[src/rtl/rr_unit.sv]
// -----------------------------------------------------------------------------
// rr_unit -- result register and sequencing stage of the add/multiply datapath.
//
// Holds the 2N-bit result register RR, captures the external adder output and
// steers the adder's second operand through y9. Performs a one-step signed
// addition or an N-step unsigned shift-and-add multiplication, with a
// start/busy/done handshake toward the control unit.
//
// Parameters:
//   N        operand width; rr and the adder bus are 2N bits wide
//
// Ports:
//   clk      in   clock, all state updates on the rising edge
//   rst_n    in   synchronous active-low reset
//   start    in   request a new operation (sampled only in IDLE)
//   op       in   0 = addition, 1 = multiplication (sampled with start)
//   ra       in   [N-1:0]   multiplier operand (sampled with start)
//   sm_in    in   [2N-1:0]  adder output
//   rr       out  [2N-1:0]  result register
//   y9       out  adder operand select: 0 = sign-extended RB, 1 = RR
//   k        out  current multiplication step; upstream shifts RB by k
//   busy     out  high in every state except IDLE
//   done     out  one-cycle pulse, result valid in rr
//
// Build option:
//   RR_ZERO_SKIP_EN  when defined, multiplication ends as soon as the
//                    remaining multiplier bits are all zero.
// -----------------------------------------------------------------------------
module rr_unit #(
  parameter  int N  = 4,
  localparam int KW = (N > 1) ? $clog2(N) : 1
) (
  input  logic            clk,
  input  logic            rst_n,
  input  logic            start,
  input  logic            op,
  input  logic [N-1:0]    ra,
  input  logic [2*N-1:0]  sm_in,
  output logic [2*N-1:0]  rr,
  output logic            y9,
  output logic [KW-1:0]   k,
  output logic            busy,
  output logic            done
);

  typedef enum logic [2:0] {
    S_IDLE,
    S_ADD,
    S_INIT,
    S_MUL,
    S_DONE
  } state_t;

  state_t           state_q, state_d;
  logic [2*N-1:0]   rr_q, rr_d;
  logic [N-1:0]     mq_q, mq_d;
  logic [KW-1:0]    k_q, k_d;
  logic             y9_q, y9_d;
  logic             last_step;

  always_comb begin
    state_d   = state_q;
    rr_d      = rr_q;
    mq_d      = mq_q;
    k_d       = k_q;
    last_step = 1'b0;

    case (state_q)
      S_IDLE: begin
        if (start) begin
          if (op) begin
            state_d = S_INIT;
            mq_d    = ra;
          end else begin
            state_d = S_ADD;
          end
        end
      end

      S_ADD: begin
        rr_d    = sm_in;
        state_d = S_DONE;
      end

      S_INIT: begin
        rr_d    = '0;
        k_d     = '0;
        state_d = S_MUL;
      end

      S_MUL: begin
        // The adder is presenting rr + (RB << k); keep it only for a set bit.
        if (mq_q[0]) begin
          rr_d = sm_in;
        end
        mq_d      = mq_q >> 1;
        k_d       = k_q + KW'(1);
        last_step = (k_q == KW'(N - 1));
`ifdef RR_ZERO_SKIP_EN
        // No set bits remain: further steps would never write rr.
        if (mq_d == '0) begin
          last_step = 1'b1;
        end
`else
`endif
        if (last_step) begin
          state_d = S_DONE;
        end
      end

      S_DONE: begin
        state_d = S_IDLE;
      end

      default: begin
        state_d = S_IDLE;
      end
    endcase

    // Registered select so it is stable for the whole cycle it applies to.
    y9_d = (state_d == S_INIT) || (state_d == S_MUL);
  end

  always_ff @(posedge clk) begin
    if (!rst_n) begin
      state_q <= S_IDLE;
      rr_q    <= '0;
      mq_q    <= '0;
      k_q     <= '0;
      y9_q    <= 1'b0;
    end else begin
      state_q <= state_d;
      rr_q    <= rr_d;
      mq_q    <= mq_d;
      k_q     <= k_d;
      y9_q    <= y9_d;
    end
  end

  assign rr   = rr_q;
  assign y9   = y9_q;
  assign k    = k_q;
  assign busy = (state_q != S_IDLE);
  assign done = (state_q == S_DONE);

endmodule

[config.mk]
export PLATFORM = sky130hd
export DESIGN_NAME = rr_unit
export DESIGN_NICKNAME = d
export VERILOG_FILES = /design/src/rtl/rr_unit.sv
export SDC_FILE = /design/constraint.sdc
export NUM_CORES = 1
export LEC_CHECK = 0
export BUFFER_PORTS_ARGS = -buffer_cell sky130_fd_sc_hd__buf_2
export CAP_MARGIN = 20
export CORE_ASPECT_RATIO = 1.2
export CORE_UTILIZATION = 44
export CTS_BUF_LIST = sky130_fd_sc_hd__clkbuf_4
export CTS_CLUSTER_DIAMETER = 50
export CTS_CLUSTER_SIZE = 12
export DETAILED_ROUTE_END_ITERATION = 12
export GPL_TIMING_DRIVEN = 0
export PLACE_DENSITY_LB_ADDON = 0.08
export SYNTH_ARGS = -nofsm -noshare
export SYNTH_HDL_FRONTEND = slang
export SYNTH_SLANG_ARGS = --single-unit
[constraint.sdc]
create_clock -name clk -period 1.2 [get_ports clk]
set_input_delay 0.12 -clock clk [delete_from_list [all_inputs] [get_ports clk]]
set_output_delay 0.12 -clock clk [all_outputs]
set_load 0.05 [all_outputs]
# Yosys cells after proc, flatten, opt, wreduce, memory -nomap -nowiden
# Cells that the tools add are included.
word_totals:
  ff_bits: 18
op_classes:
  reduce_logical: 8
  eq_ne: 10
  add_sub_neg: 1
  mux: 10
op_table:
  columns: ["op", "count"]
  rows:
  - ["$pmux 8 s3", 1]
  - ["$eq 3x2->1 const B", 4]
  - ["$pmux 3 s4", 1]
  - ["$mux 4", 2]
  - ["$mux 8", 1]
  - ["$pmux 4 s2", 1]
  - ["$mux 3", 2]
  - ["$ne 2x2->1 const B", 3]
  - ["$reduce_bool 3->1", 2]
  - ["$pmux 2 s2", 1]
  - ["$reduce_bool 2->1", 2]
  - ["$eq 3x1->1 const B", 1]
  - ["$eq 3x3->1 const B", 1]
  - ["$logic_not 3->1", 1]
  - ["$reduce_and 3->1", 1]
  - ["$add 2x1->2 const B", 1]
  - ["$eq 2x2->1 const B", 1]
  - ["$mux 2", 1]
  - ["$reduce_and 2->1", 1]
  - ["$logic_or 1x1->1", 1]

# Logic depth before layout (Yosys ltp)
# Gate-level depths: netlist (run 1).
depth:
  word_depth: 5
  depth_mapped: 5
  depth_no_buf: 4

# Least setup slack after synthesis (run 1)
# OpenSTA, ideal clock, no wires.
synth_path:
  kind: "reg-to-output"
  startpoint: "register state_q[0]"
  endpoint: "output done"
  required_ps: 1080
  path_stages_with_launch: 4
  slack_ps: -749
  arrival_time_ps: 1829
  cell_sequence: "dfxtp_1 -> buf_4 -> buf_2 -> nor3b_1"
synth_between:
  elab_chain_len: 1
synth_lines:
  columns: ["element", "line_no", "rtl"]
  rows:
  - ["start: declaration", "54", "state_t state_q, state_d;"]
  - ["start signal: assignment", "132", "state_q <= state_d;"]
  - ["$eq 3x3->1", "144", "assign done = (state_q == S_DONE);"]
  - ["end: declaration", "43", "output logic done"]
# Every way passes these cells.

# Worst setup path after layout (run 1)
# Same ends and word-level chain as after synthesis.

==> results.sh, run 1 <==
export IMPL_outcome="finished with violations"
export IMPL_violations="setup timing"
export IMPL_fill_cells=165
export IMPL_fin_crit_sh_pct=114
export IMPL_worst_setup_path_type="reg2out"
export IMPL_critPathMaxFanout=4
export IMPL_synth_seq_area_share_pct=40.5
export IMPL_drtAntennaViolNets=0
export IMPL_cp_start_kind="flip-flop"
export IMPL_seq_area_sq_um=374
export IMPL_dieArea_sq_um=2210
export IMPL_cap_viol_max_count=0
export IMPL_htreeDepth=1
export IMPL_wl_met3_um=67
export IMPL_cts_inserted_buffers=3
export IMPL_syn_mean_instance_area_sq_um=9.08
export IMPL_synth_ff_type="dfxtp_1"
export IMPL_syn_area_sq_um=890
export IMPL_yosysMostFrequentCell="dfxtp_1"
export IMPL_rsz0062_at_grt="yes"
export IMPL_yosys_warnings=0
export IMPL_synth_area_leaders="dfxtp_1, nand4bb_1, a21oi_1"
export IMPL_endpoint_kind="primary output"
export IMPL_skew_ns=0.00433
export IMPL_p_per_area_nw_per_um2=1340
export IMPL_cts_root_buf="clkbuf_4"
export IMPL_synth_edf_count=0
export IMPL_finalCriticalPeriod_ns=1.37
export IMPL_diodes=0
export IMPL_wl_met1_um=908
export IMPL_synthArstFlopShare_pct=0
export IMPL_leakage_nw=0.548
export IMPL_antenna_found_initial=0
export IMPL_grt_max_degree=11
export IMPL_drv_slew=0
export IMPL_arrival_ns=1.25
export IMPL_fin_nets=159
export IMPL_dr_first_iter_drc_count=8
export IMPL_hpwl_mm=1.48
export IMPL_clkSlewWorstSetupHoldPaths_ns=0.10
export IMPL_required_ns=1.08
export IMPL_clock_path_buffers=2
export IMPL_viasPerCell=5.52
export IMPL_final_util_pct=67.5
export IMPL_ios=29
export IMPL_synth_top_area_share_pct=40.5
export IMPL_cts_tree="built"
export IMPL_die_y_um=51.3
export IMPL_top_layer="met4"
export IMPL_worst_pin_slew_ns=0.442
export IMPL_place_ws_ns=-0.185
export IMPL_synth_fp_nets=115
export IMPL_hold_path_class="in2reg"
export IMPL_grt_util_all_layers_pct=21.0
export IMPL_fin_ws_ns=-0.170
export IMPL_synth_area_leader_cell="dfxtp_1"
export IMPL_grt_pass1_wl_mm=3.53
export IMPL_core_sq_um=1870
export IMPL_yosys_top_cells_count="dfxtp_1, a21oi_1, o21ai_0"
export IMPL_hold_slack_ns=0.0944
export IMPL_relSlewSlack_pct=70.5
export IMPL_cts_sinks=18
export IMPL_gr_total_overflow=0
export IMPL_clk_latency_ns=0.29
export IMPL_hold_violations=0
export IMPL_clock_fmax_mhz=730
export IMPL_start_util_pct=47.5
export IMPL_multi_input_area_sq_um=528
export IMPL_synth_seq_cells=18
export IMPL_ir_drop_uv=885
export IMPL_area_growth_pct=42.1
export IMPL_wirelength_mm=2.14
export IMPL_firstDrtPassIters=4
export IMPL_wl_met2_mm=1.15
export IMPL_gp_congestion=0.711
export IMPL_die_width_um=43.0
export IMPL_row_count=17
export IMPL_route_vias_total=883
export IMPL_syn_inst=98
export IMPL_io_buffers=28
export IMPL_ys_types=28
export IMPL_grt_pass1_vias=813
export IMPL_setup_violations=15
export IMPL_drive_gt1_share_pct=43.3
export IMPL_drc_errors=0
export IMPL_drt_wirelength_per_cell_um=13.4
state kept, by name, indices dropped and copies added, names as in the netlist:
name	flops
mq_q	4
k	2
y9	1
rr	8
state_q	3
layout make-up:
| class | instances | share of cell area (%) |
|---|---|---|
| buffer | 7 | 5.15 |
| clock buffer | 3 | 1.78 |
| clock inverter | 1 | 0.297 |
| inverter | 2 | 0.594 |
| multi-input combinational | 71 | 41.8 |
| sequential | 18 | 29.6 |
| tap | 19 | 1.88 |
| timing repair buffer | 39 | 18.9 |
path summary, 6_finish.rpt:
check / start / endpoint / slack, ns / depth (start not counted)
max reg2reg: state_q[0] / mq_q[1] / -0.13 / 4
min: rst_n / mq_q[2] / 0.09 / 2
min reg2reg: rr[1] / rr[1] / 0.47 / 2
max: state_q[0] / done / -0.17 / 4
metrics by stage:
stage / instance area [sq um] / cells / power [mW] / setup TNS, ns
finish: 1260 / 160 / 1.70 / -1.46
global route: 1260 / 160 / 1.79 / -2.48
CTS: 1200 / 155 / 1.64 / -1.95
detailed placement: 1080 / 145 / 1.24 / -2.55
global placement: 1080 / 145 / 1.23 / -1.76
floorplan: 912 / 98 / 1.11 / -0.0162
layout by cell type, fill, tap and decap left out:
| master | instances |
|---|---|
| buf_2 | 26 |
| dfxtp_1 | 13 |
| buf_4 | 12 |
| a21oi_1 | 12 |
| o21ai_0 | 10 |
| nand4bb_1 | 8 |
| nand2_1 | 6 |
| buf_6 | 4 |
| nand2b_1 | 3 |
| and3_1 | 3 |
| nor3b_1 | 3 |
| nand3_1 | 3 |
| o31a_1 | 3 |
| clkbuf_4 | 3 |
| dfxtp_4 | 3 |
| buf_8 | 2 |
| inv_1 | 2 |
| and2_1 | 2 |
| o21bai_1 | 2 |
| nor2_1 | 2 |
| dfxtp_2 | 2 |
| nor3_4 | 1 |
| nor3b_4 | 1 |
| nor2b_1 | 1 |
| and3b_2 | 1 |
| clkbuf_2 | 1 |
| o21bai_4 | 1 |
| clkbuf_1 | 1 |
| nor4bb_4 | 1 |
| nand3b_1 | 1 |
| or3b_1 | 1 |
| a31oi_1 | 1 |
| nand4b_1 | 1 |
| o21ai_2 | 1 |
| and4bb_2 | 1 |
| a21oi_2 | 1 |
| ha_1 | 1 |
| clkinv_1 | 1 |
cells by family (layout without fill, tap and decap cells):
logic type	count (synthesis)	in the layout	share of synthesized area, %
AND/OR/NAND/NOR	39	39	33.5
AO/OA/AOI/OAI	31	31	20.1
flip-flops	18	18	40.5
buffers and inverters	9	52	4.50
adder cells (fa/ha/maj)	1	1	1.41
layer usage:
layer  GRT usage, %  vias up
met1           22.5      417
li1               -      443
met4           10.1        0
met5              0        -
met3           2.47        2
met2           39.9       21
worst max-delay path, cell delays in order, from the launching register on:
cell and delay (ns):
dfxtp_4 0.36, buf_8 0.12, buf_8 0.12, nor3b_4 0.17, buf_6 0.18
report_power, final:
group / leakage, nW / switching (mW) / internal [mW]
registers: 0.150 / 0.0429 / 0.659
clock network: 0.0154 / 0.181 / 0.121
logic: 0.383 / 0.395 / 0.298
timing repair:
item | 4_1_cts | 5_1_grt
setup endpoints to repair | 20 | 16
gates cloned | 0 | 0
hold endpoints to repair | 0 | 0
setup buffers | 6 | 5
pin swaps | 3 | 5
hold buffers | 0 | 0
gates resized for setup | 18 | 11
Power figures use the tool's default switching activity.
==> run 2: changes to the inputs <==
--- a/config.mk
+++ b/config.mk
@@ -5,12 +5,12 @@
 export SDC_FILE = /design/constraint.sdc
 export NUM_CORES = 1
 export LEC_CHECK = 0
+export ABC_CLOCK_PERIOD_IN_PS = 1200
 export BUFFER_PORTS_ARGS = -buffer_cell sky130_fd_sc_hd__buf_2
 export CAP_MARGIN = 20
 export CORE_ASPECT_RATIO = 1.2
 export CORE_UTILIZATION = 44
 export CTS_BUF_LIST = sky130_fd_sc_hd__clkbuf_4
-export CTS_CLUSTER_DIAMETER = 50
 export CTS_CLUSTER_SIZE = 12
 export DETAILED_ROUTE_END_ITERATION = 12
 export GPL_TIMING_DRIVEN = 0
==> constraint.sdc (replaced) <==
create_clock -name clk -period 1.2 [get_ports clk]
set_input_delay 0.12 -clock clk [delete_from_list [all_inputs] [get_ports clk]]
set_output_delay 0.12 -clock clk [all_outputs]
set_load 0.01 [all_outputs]
==> results.sh, run 2 (synthesis results as in run 1) <==
export IMPL_outcome="finished with violations"
export IMPL_violations="setup timing"
export IMPL_leakage_nw=0.542
export IMPL_ir_drop_uv=794
export IMPL_fin_setup_tns_ns=-0.550
export IMPL_core_sq_um=1870
export IMPL_largest_reg_flops=8
export IMPL_clock_path_buffers=2
export IMPL_seq_area_sq_um=369
export IMPL_clk_latency_ns=0.28
export IMPL_layout_commonest_cell="buf_2"
export IMPL_ios=29
export IMPL_fin_ws_ns=-0.126
export IMPL_cp_startpoint="state_q[0]"
export IMPL_drtAntennaViolNets=0
export IMPL_row_count=17
export IMPL_gp_congestion=0.730
export IMPL_drc_errors=0
export IMPL_drt_wirelength_per_cell_um=13.3
export IMPL_die_width_um=43.0
export IMPL_cts_sinks=18
export IMPL_cts_tree="built"
export IMPL_die_y_um=51.3
export IMPL_critPathMaxFanout=5
export IMPL_endpoint_kind="flip-flop"
export IMPL_firstDrtPassIters=5
export IMPL_r2r_start="state_q[0]"
export IMPL_worst_pin_slew_ns=0.482
export IMPL_cp_start_kind="flip-flop"
export IMPL_skew_ns=0.00400
export IMPL_drv_slew=0
export IMPL_rrSetupSlack_ns=-0.13
export IMPL_fill_cells=163
export IMPL_antenna_found_initial=0
export IMPL_dr_first_iter_drc_count=12
export IMPL_drive_gt1_share_pct=46.0
export IMPL_viasPerCell=5.55
export IMPL_clkSlewWorstSetupHoldPaths_ns=0.10
export IMPL_finalCriticalPeriod_ns=1.33
export IMPL_grt_pass1_wl_mm=3.29
export IMPL_dieArea_sq_um=2210
export IMPL_diodes=0
export IMPL_cts_hold_fix_buffers=0
export IMPL_fin_nets=156
export IMPL_reg2reg_depth=5
export IMPL_grt_pass1_vias=761
export IMPL_worstPathCellList="buf_6, nor4bb_4, buf_4, nor3b_2, o31a_1"
export IMPL_required_ns=1.38
export IMPL_wirelength_mm=2.07
export IMPL_cts_inserted_buffers=3
export IMPL_critPathCapture="mq_q[0]"
export IMPL_slowest_stage="dfxtp_2"
export IMPL_route_vias_total=866
export IMPL_p_per_area_nw_per_um2=1200
export IMPL_io_buffers=28
export IMPL_cap_viol_max_count=0
export IMPL_htreeDepth=1
export IMPL_start_util_pct=47.5
export IMPL_cpPeakStageDelay_ns=0.34
export IMPL_fin_crit_sh_pct=111
export IMPL_relSlewSlack_pct=67.8
export IMPL_cts_root_buf="clkbuf_4"
export IMPL_arrival_ns=1.50
export IMPL_setup_violations=8
export IMPL_mostFrequentLayoutCells="buf_2, dfxtp_1, a21oi_1, nand4bb_1"
export IMPL_worst_setup_path_type="reg2reg"
export IMPL_area_growth_pct=40.9
export IMPL_rsz0062_at_grt="yes"
export IMPL_place_ws_ns=-0.165
export IMPL_clock_fmax_mhz=754
export IMPL_gr_total_overflow=0
export IMPL_hold_violations=0
export IMPL_multi_input_area_sq_um=557
export IMPL_grt_max_degree=11
export IMPL_hold_path_class="in2reg"
export IMPL_r2r_end="mq_q[0]"
export IMPL_hpwl_mm=1.43
export IMPL_grt_util_all_layers_pct=19.4
## run 2: changes by cell type in the layout (fill, tap and decap cells not counted), sizes merged
cell and change:
clkinv -1, buf -3
## run 2: where the power goes
group          total (mW)  switching, mW  internal, mW
Clock               0.288          0.172         0.116
Sequential          0.703         0.0449         0.658
Combinational       0.510          0.248         0.261
## run 2: area by class of cell
cell class                 count  area share [%]
clock buffer                   3            1.80
inverter                       2           0.599
buffer                         7            5.19
sequential                    18            29.4
timing repair buffer          36            16.7
multi-input combinational     71            44.4
tap                           19            1.90
## run 2: worst min-delay path by stage
stage | startpoint | depth (start not counted) | endpoint | slack [ns]
after floorplan | rst_n | 1 | mq_q[0] | 0.25
after global placement | rst_n | 2 | mq_q[0] | 0.40
after detailed placement | rst_n | 2 | mq_q[0] | 0.40
after CTS | rst_n | 2 | mq_q[0] | 0.09
after global routing | rst_n | 2 | mq_q[2] | 0.09
final | sm_in[5] | 3 | rr[5] | 0.11
## run 2: metal layers
layer / GRT usage, % / wire, um / vias to the layer above
li1: - / - / 443
met1: 22.9 / 912 / 396
met2: 35.4 / 1070 / 27
met3: 2.12 / 83 / 0
met4: 7.58 / 0 / 0
met5: 0 / 0 / -
## run 2: timing repair
item | in CTS | in global routing
resized for setup | 23 | 20
buffers inserted | 5 | 2
hold endpoints to repair | 0 | 0
pin swaps | 7 | 16
setup endpoints to repair | 20 | 14
gates cloned | 0 | 1
## run 2: through the flow
stage	cell area [sq um]	instances	hold WS (ns)	power (mW)	utilization (%)
after floorplan	890	98	0.248	0.953	-
after global placement	1050	145	0.403	1.07	56.3
after detailed placement	1050	145	0.401	1.08	56.3
after CTS	1180	153	0.0928	1.46	63.0
after global routing	1250	156	0.0879	1.60	67.0
final	1250	156	0.108	1.50	67.0
## run 2: worst max-delay path: cells and delay by family (launching register included)
family	cells	cell delay, ns
AO/OA/AOI/OAI	1	0.28
buffers and inverters	2	0.31
flip-flops	1	0.34
AND/OR/NAND/NOR	2	0.29
